## src/rtl/mem_access_unit.sv

```systemverilog
// Data-memory access unit: turns a one-hot load/store request into a 64-bit bus
// transaction, returning extended load data or a store completion.
module mem_access_unit #(
  parameter int ADDR_W  = 64,
  parameter int TIMEOUT = 255
) (
  input  logic              clk,
  input  logic              rst,
  input  logic              req_valid_i,
  output logic              req_ready_o,
  input  logic [10:0]       ls_info_i,
  input  logic [63:0]       addr_i,
  input  logic [63:0]       wdata_i,
  output logic              rsp_valid_o,
  output logic [63:0]       rsp_rdata_o,
  output logic              rsp_misalign_o,
  output logic              rsp_err_o,
  output logic              stall_o,
  output logic              bus_req_o,
  output logic              bus_we_o,
  output logic [ADDR_W-1:0] bus_addr_o,
  output logic [63:0]       bus_wdata_o,
  output logic [7:0]        bus_wstrb_o,
  input  logic              bus_gnt_i,
  input  logic              bus_rvalid_i,
  input  logic [63:0]       bus_rdata_i
);

  typedef enum logic [1:0] {IDLE, REQ, WAIT, RESP} state_e;

  localparam logic [15:0] TMO = 16'(TIMEOUT);

  state_e            state_q, state_d;
  logic [15:0]       cnt_q, cnt_d;
  logic [10:0]       info_q, info_d;
  logic [2:0]        off_q, off_d;
  logic [ADDR_W-1:0] addr_q, addr_d;
  logic [63:0]       wdata_q, wdata_d;
  logic [7:0]        wstrb_q, wstrb_d;
  logic              we_q, we_d;
  logic [63:0]       rdata_q, rdata_d;
  logic              mis_q, mis_d;
  logic              err_q, err_d;

  logic        isB, isH, isW, isD, multiHot, misAcc;
  logic [2:0]  off;
  logic [63:0] shifted, ext, replData;
  logic [7:0]  strb;

  // Decode the incoming request: access size, misalignment, strobes and lane replication.
  always_comb begin
    off      = addr_i[2:0];
    isB      = ls_info_i[0] | ls_info_i[4] | ls_info_i[7];
    isH      = ls_info_i[1] | ls_info_i[5] | ls_info_i[8];
    isW      = ls_info_i[2] | ls_info_i[6] | ls_info_i[9];
    isD      = ls_info_i[3] | ls_info_i[10];
    multiHot = (ls_info_i & (ls_info_i - 11'd1)) != 11'd0;
    misAcc   = (isH & off[0]) | (isW & (|off[1:0])) | (isD & (|off));
    strb     = 8'h00;
    replData = wdata_i;
    if (ls_info_i[7]) begin
      strb     = 8'h01 << off;
      replData = {8{wdata_i[7:0]}};
    end else if (ls_info_i[8]) begin
      strb     = 8'h03 << off;
      replData = {4{wdata_i[15:0]}};
    end else if (ls_info_i[9]) begin
      strb     = 8'h0F << off;
      replData = {2{wdata_i[31:0]}};
    end else if (ls_info_i[10]) begin
      strb     = 8'hFF;
    end
  end

  always_comb begin
    shifted = bus_rdata_i >> {off_q, 3'b000};
    ext     = shifted;
    if (info_q[0])      ext = {{56{shifted[7]}},  shifted[7:0]};
    else if (info_q[1]) ext = {{48{shifted[15]}}, shifted[15:0]};
    else if (info_q[2]) ext = {{32{shifted[31]}}, shifted[31:0]};
    else if (info_q[4]) ext = {56'd0, shifted[7:0]};
    else if (info_q[5]) ext = {48'd0, shifted[15:0]};
    else if (info_q[6]) ext = {32'd0, shifted[31:0]};
  end

  always_comb begin
    state_d = state_q;
    cnt_d   = cnt_q;
    info_d  = info_q;
    off_d   = off_q;
    addr_d  = addr_q;
    wdata_d = wdata_q;
    wstrb_d = wstrb_q;
    we_d    = we_q;
    rdata_d = rdata_q;
    mis_d   = mis_q;
    err_d   = err_q;
    unique case (state_q)
      IDLE: begin
        if (req_valid_i) begin
          info_d  = ls_info_i;
          off_d   = off;
          addr_d  = {addr_i[ADDR_W-1:3], 3'b000};
          wdata_d = replData;
          wstrb_d = strb;
          we_d    = |ls_info_i[10:7];
          rdata_d = 64'd0;
          mis_d   = 1'b0;
          err_d   = 1'b0;
          cnt_d   = 16'd0;
          if (multiHot) begin
            err_d   = 1'b1;
            state_d = RESP;
          end else if (ls_info_i == 11'd0) begin
            state_d = RESP;
          end else if (misAcc) begin
            mis_d   = 1'b1;
            state_d = RESP;
          end else begin
            state_d = REQ;
          end
        end
      end
      // A grant or read response landing on the final counted cycle still completes normally.
      REQ: begin
        cnt_d = cnt_q + 16'd1;
        if (bus_gnt_i) begin
          state_d = we_q ? RESP : WAIT;
        end else if (cnt_d == TMO) begin
          err_d   = 1'b1;
          state_d = RESP;
        end
      end
      WAIT: begin
        cnt_d = cnt_q + 16'd1;
        if (bus_rvalid_i) begin
          rdata_d = ext;
          state_d = RESP;
        end else if (cnt_d == TMO) begin
          err_d   = 1'b1;
          state_d = RESP;
        end
      end
      RESP: state_d = IDLE;
      default: state_d = IDLE;
    endcase
  end

  always_ff @(posedge clk or negedge rst) begin
    if (!rst) begin
      state_q <= IDLE;
      cnt_q   <= 16'd0;
      info_q  <= 11'd0;
      off_q   <= 3'd0;
      addr_q  <= '0;
      wdata_q <= 64'd0;
      wstrb_q <= 8'd0;
      we_q    <= 1'b0;
      rdata_q <= 64'd0;
      mis_q   <= 1'b0;
      err_q   <= 1'b0;
    end else begin
      state_q <= state_d;
      cnt_q   <= cnt_d;
      info_q  <= info_d;
      off_q   <= off_d;
      addr_q  <= addr_d;
      wdata_q <= wdata_d;
      wstrb_q <= wstrb_d;
      we_q    <= we_d;
      rdata_q <= rdata_d;
      mis_q   <= mis_d;
      err_q   <= err_d;
    end
  end

  // Bus and response fields are gated by state so they read as zero outside their phase.
  always_comb begin
    req_ready_o    = (state_q == IDLE);
    stall_o        = (state_q == REQ) | (state_q == WAIT);
    bus_req_o      = (state_q == REQ);
    bus_we_o       = bus_req_o & we_q;
    bus_addr_o     = bus_req_o ? addr_q : '0;
    bus_wdata_o    = bus_req_o ? wdata_q : 64'd0;
    bus_wstrb_o    = bus_req_o ? wstrb_q : 8'd0;
    rsp_valid_o    = (state_q == RESP);
    rsp_rdata_o    = rsp_valid_o ? rdata_q : 64'd0;
    rsp_misalign_o = rsp_valid_o & mis_q;
    rsp_err_o      = rsp_valid_o & err_q;
  end

endmodule
```

## config.mk

```make
export PLATFORM = sky130hd
export DESIGN_NAME = mem_access_unit
export DESIGN_NICKNAME = d
export VERILOG_FILES = /design/src/rtl/mem_access_unit.sv
export SDC_FILE = /design/constraint.sdc
export NUM_CORES = 1
export LEC_CHECK = 0
export CELL_PAD_IN_SITES_DETAIL_PLACEMENT = 1
export CELL_PAD_IN_SITES_GLOBAL_PLACEMENT = 1
export CORE_MARGIN = 2
export CORE_UTILIZATION = 38
export DETAILED_ROUTE_END_ITERATION = 7
export GPL_ROUTABILITY_DRIVEN = 0
export GPL_TIMING_DRIVEN = 0
export PLACE_DENSITY_LB_ADDON = 0.1
export SLEW_MARGIN = 10
export SYNTH_ARGS = -nofsm -noshare
export SYNTH_HDL_FRONTEND = slang
export SYNTH_SLANG_ARGS = --single-unit
```

## constraint.sdc

```tcl
create_clock -name clk -period 3.9 [get_ports clk]
set_input_delay 0.78 -clock clk [delete_from_list [all_inputs] [get_ports clk]]
set_output_delay 0.78 -clock clk [all_outputs]
set_load 0.05 [all_outputs]
```

### Word-level counts from Yosys, hierarchy flattened

Index checks and enable logic that the tools add are counted.
Widths: inputs -> output; s select.

| storage, ports and cells | value |
|---|---|
| output and inout bits | 207 |
| logic and storage cells | 94 |
| register bits after elaboration | 228 |
| bits of input ports | 208 |

| cells by class | value |
|---|---|
| muxes and demuxes | 40 |
| $add $sub $neg | 2 |
| bitwise operators | 15 |
| shifts and indexed selects | 4 |
| equal/unequal tests | 8 |
| reduce and logical (&&, ||, !) cells | 14 |

Operator list:

| cell | count |
|---|---|
| $mux 64 | 14 |
| $pmux 64 s2 | 1 |
| $shr 64x6->64 | 1 |
| $mux 8 | 5 |
| $pmux 16 s2 | 1 |
| $add 16x1->16 const B | 1 |
| $eq 16x8->1 const B | 1 |
| $mux 16 | 1 |
| $mux 2 | 7 |
| $and 11x11->11 | 1 |
| $logic_not 11->1 | 1 |
| $reduce_bool 11->1 | 1 |
| $sub 11x1->11 const B | 1 |
| $mux 1 | 9 |
| $ne 2x2->1 const B | 4 |
| $or 1x1->1 | 8 |
| $pmux 2 s4 | 1 |
| $shl 1x3->8 const A | 1 |
| $shl 2x3->8 const A | 1 |
| $shl 4x3->8 const A | 1 |
| $and 1x1->1 | 6 |
| $eq 2x2->1 const B | 2 |
| $reduce_and 2->1 | 2 |
| $reduce_and 4->1 | 1 |
| 9 further kinds | 11 |

### Longest topological paths before layout

| logic depth | value |
|---|---|
| word-level depth | 10 |
| mapped depth | 10 |
| gate-level depth less buffers | 8 |

### Worst setup path before layout

Ideal clock, no wire load.

| timing | value |
|---|---|
| path type | flip-flop to output port |
| from | register state_q[1] |
| to | output port bus_wdata_o[10] |
| path buffers | 3 |
| stages on the path, launching flop included | 7 |
| data arrival time | 2.140 ns |
| setup slack | 0.980 ns |
| required time | 3.120 ns |
| path through | dfrtp_1 -> inv_1 -> ha_1 -> clkbuf_1 -> buf_2 -> clkbuf_1 -> and2_1 |

| between the ends | value |
|---|---|
| cells in the longest elaborated chain, start to end | 2 |

RTL lines:

| what | line | RTL |
|---|---|---|
| start, declared | 33 | `state_e state_q, state_d;` |
| start signal, assigned | 163 | `state_q <= state_d;` |
| $eq 2x1->1 | 181 | `bus_req_o = (state_q == REQ);` |
| named net bus_req_o | 19 | `output logic bus_req_o,` |
| $mux 64 | 184 | `bus_wdata_o = bus_req_o ? wdata_q : 64'd0;` |
| end, declared | 22 | `output logic [63:0] bus_wdata_o,` |

The timed path passes the listed nets, and every way through them passes these cells.

### Worst setup path in the final report

| timing | value |
|---|---|
| from | register state_q[1] |
| to | output port rsp_rdata_o[30] |

| between the ends | value |
|---|---|
| cells in the longest elaborated chain, start to end | 2 |

RTL lines:

| what | line | RTL |
|---|---|---|
| $eq 2x2->1 | 186 | `rsp_valid_o = (state_q == RESP);` |
| $mux 64 | 187 | `rsp_rdata_o = rsp_valid_o ? rdata_q : 64'd0;` |
| end, declared | 15 | `output logic [63:0] rsp_rdata_o,` |

Every way passes these cells.

==> impl_metrics.yaml <==
setup_path:
  r2r_cells: 8
  arrival_ps: 2970
  reg2reg_slack_ps: 870
  path_class: "reg2out"
  end_kind: "output pin"
  crit_required_ps: 3120
  timing.rr.start: "state_q[1]$_DFFE_PN0N_"
  cp-start-kind: "flop"
  cp_max_fo: 10
  r2r-end: "rdata_q[61]$_DFFE_PN0P_"
global_route:
  met1_usage_pct: 38.1
  busiest_layer: "met2"
  grt_first_pass_wirelength_um: 89400
  grt_pass1_vias: 15100
  grt_max_degree: 101
  use_met3_pct: 7.50
  grt_use_total_pct: 30.1
  antenna_found_initial: 1
  grt_overflow: 0
  grt_util_met2_pct: 51.1
clocking:
  post_cts_buffers: 0
  cts_buffers: 28
  clk_latency_ps: 550
  clock_path_buffers: 3
  cts_tree: "yes"
  clk_pin_slew_worst_paths_ps: 60
  ctsHoldBuffers: 0
  root_buffer: "clkbuf_16"
  htreeDepth: 1
  cts_sinks: 227
power_and_ir_drop:
  ir_drop_v: 0.000433
  p_leak_nw: 9.87
  cellPowerDensity_mw_per_mm2: 763
sta:
  finClkSkew_ps: 21.7
  final_max_slew_viol_count: 0
  rsz0062_at_grt: "no"
  tightest_slew_ps: 1230
  finalCriticalPeriod_ps: 3750
  finalCritPeriodShare_pct: 96.2
  setup_viol: 0
  max_freq_mhz: 267
  slew_headroom_pct: 17.3
  hold_violations: 0
  setup_tns_ps: 0
final_layout:
  layout_common_cells: "nand2_1 (404), clkdlybuf4s50_1 (239), dfrtp_1 (227), and2_1 (206), o21ai_0 (138)"
  finish.net_count: 2308
  fillers: 4277
  final_layout_size_suffix_gt1_share_pct: 9.73
  fin_cells: 2574
  area.growth.synth_to_final_pct: 41.4
  final_util_pct: 54.3
  final_common_cell: "nand2_1"
  antenna_cells: 0
synthesis:
  ys_warn_count: 0
  synthArstFlopShare_pct: 100
  yosysSeqAreaShare_pct: 40.7
  synth_ff_type: "dfrtp_1"
  synth_cell_types: 68
  syn_inst: 1650
  synth_top_area_share_pct: 40.7
  ys_ff_latch: 227
  synth_area_sq_mm: 0.0139
  synth_area_leaders: "dfrtp_1 (41%), nand2_1 (11%), and2_1 (9.2%), mux2i_1 (7.4%), o21ai_0 (5.0%)"
  syn-mean-instance-area_sq_um: 8.45
  yosys.area.top_type: "dfrtp_1"
  synth_edf_count: 0
floorplanning:
  core_sq_mm: 0.0363
  dieArea_sq_mm: 0.0383
  die-width_um: 196
  ios: 415
  die_h_um: 196
  initial_core_util_pct: 38.4
  rows: 70
detailed_routing:
  firstDrtPassIters: 5
  viasPerCell: 5.50
  avgRoutedWirePerCell_um: 22.6
  final_antenna_net_count: 0
  wl_um: 58200
  drt_iter0_drc: 925
  drc: 0
  vias: 14200
job:
  maxCapViolations: 0
run_status:
  outcome: "finished clean"
placed_design:
  portBuffers: 401
  hpwl_um: 43800
  post-place-cells: 2523
worst_hold_path:
  worstHoldPathType: "in2async"
-- critical path, cell delays in order, from the launching register on --
cell and delay (ps):
dfrtp_1 420, ha_1 330, clkbuf_2 400, clkbuf_2 310, and2_1 170, clkdlybuf4s50_1 800
-- cells in the mapped netlist, drive strengths merged (3+ instances only) --
library cell and count:
nor2 67, mux2 15, o21ai 140, inv 18
nor4 5, and3 5, nand4 8, o31ai 6
o211ai 42, or3 3, buf 40, o22ai 19
a211oi 7, nand3 13, nand2 405, a21oi 108
nand2b 13, nor3 13, ha 15, o41ai 3
mux2i 103, dfrtp 227, nor2b 5, nor3b 4
a2111oi 4, clkbuf 100, mux4 17, a21o 3
and2 206
-- report_power, final --
group          internal (mW)  switching [mW]  total, mW
registers               3.28           0.507       3.79
logic                   2.70            5.71       8.41
clock network           1.75            1.10       2.86
-- stage by stage --
stage	power, mW	hold slack (ps)	setup slack, ps	area [sq um]
after global placement	12.1	450	-8300	18600
after global routing	15.9	182	0.517	19700
after detailed placement	12.3	455	-297	18600
final	15.1	165	149	19700
after floorplan	9.25	438	980	14000
after CTS	15.1	171	0.361	19600
-- state kept, by name (all words and copies together) (netlist names) --
name / flops
addr_q: 61
cnt_q: 16
err_q: 1
info_q: 6
mis_q: 1
off_q: 3
rdata_q: 64
state_q: 2
wdata_q: 64
we_q: 1
wstrb_q: 8
-- how the worst max path moves through the flow --
stage                      startpoint                      to  cells after the start
2_1_floorplan  state_q[1]$_DFFE_PN0N_         bus_wdata_o[10]                      6
3_3_place_gp                      rst  addr_q[46]$_DFFE_PN0P_                      1
3_5_place_dp   state_q[1]$_DFFE_PN0N_         bus_wdata_o[60]                      7
4_1_cts        state_q[1]$_DFFE_PN0N_         bus_wdata_o[44]                      7
5_1_grt        state_q[1]$_DFFE_PN0N_         bus_wdata_o[31]                      7
6_report       state_q[1]$_DFFE_PN0N_         rsp_rdata_o[30]                      5
-- timing repair --
item	CTS	global route
endpoints found under the setup margin	173	104
gates cloned	0	0
resized for setup	187	79
-- logic make-up after synthesis --
| group | after synthesis | synth area share, % |
|---|---|---|
| other | 1 | 0.0269 |
| AO/OA/AOI/OAI | 352 | 15.7 |
| flip-flops | 227 | 40.7 |
| buffers and inverters | 158 | 4.77 |
| adder cells (fa/ha/maj) | 15 | 1.35 |
| multiplexers | 135 | 11.3 |
| XOR/XNOR | 4 | 0.251 |
| AND/OR/NAND/NOR | 758 | 25.8 |
-- layer usage --
metal  share of wire [%]  up-vias
met1                  42     7083
met3                 7.9       93
met5               0.022        -
li1                    -     6443
met4                 2.8        2
met2                  48      546
-- area by class of cell --
cell class,instances,area (sq um),area share [%]
plain buffers,140,608,3.08
clock buffers,34,785,3.98
clock inverters,17,220,1.12
inverters,18,67.6,0.343
multi-input cells,1267,7610,38.6
flip-flops and latches,227,5680,28.8
well taps,468,586,2.97
repair buffers,403,4170,21.1
Power figures use the tool's default switching activity.
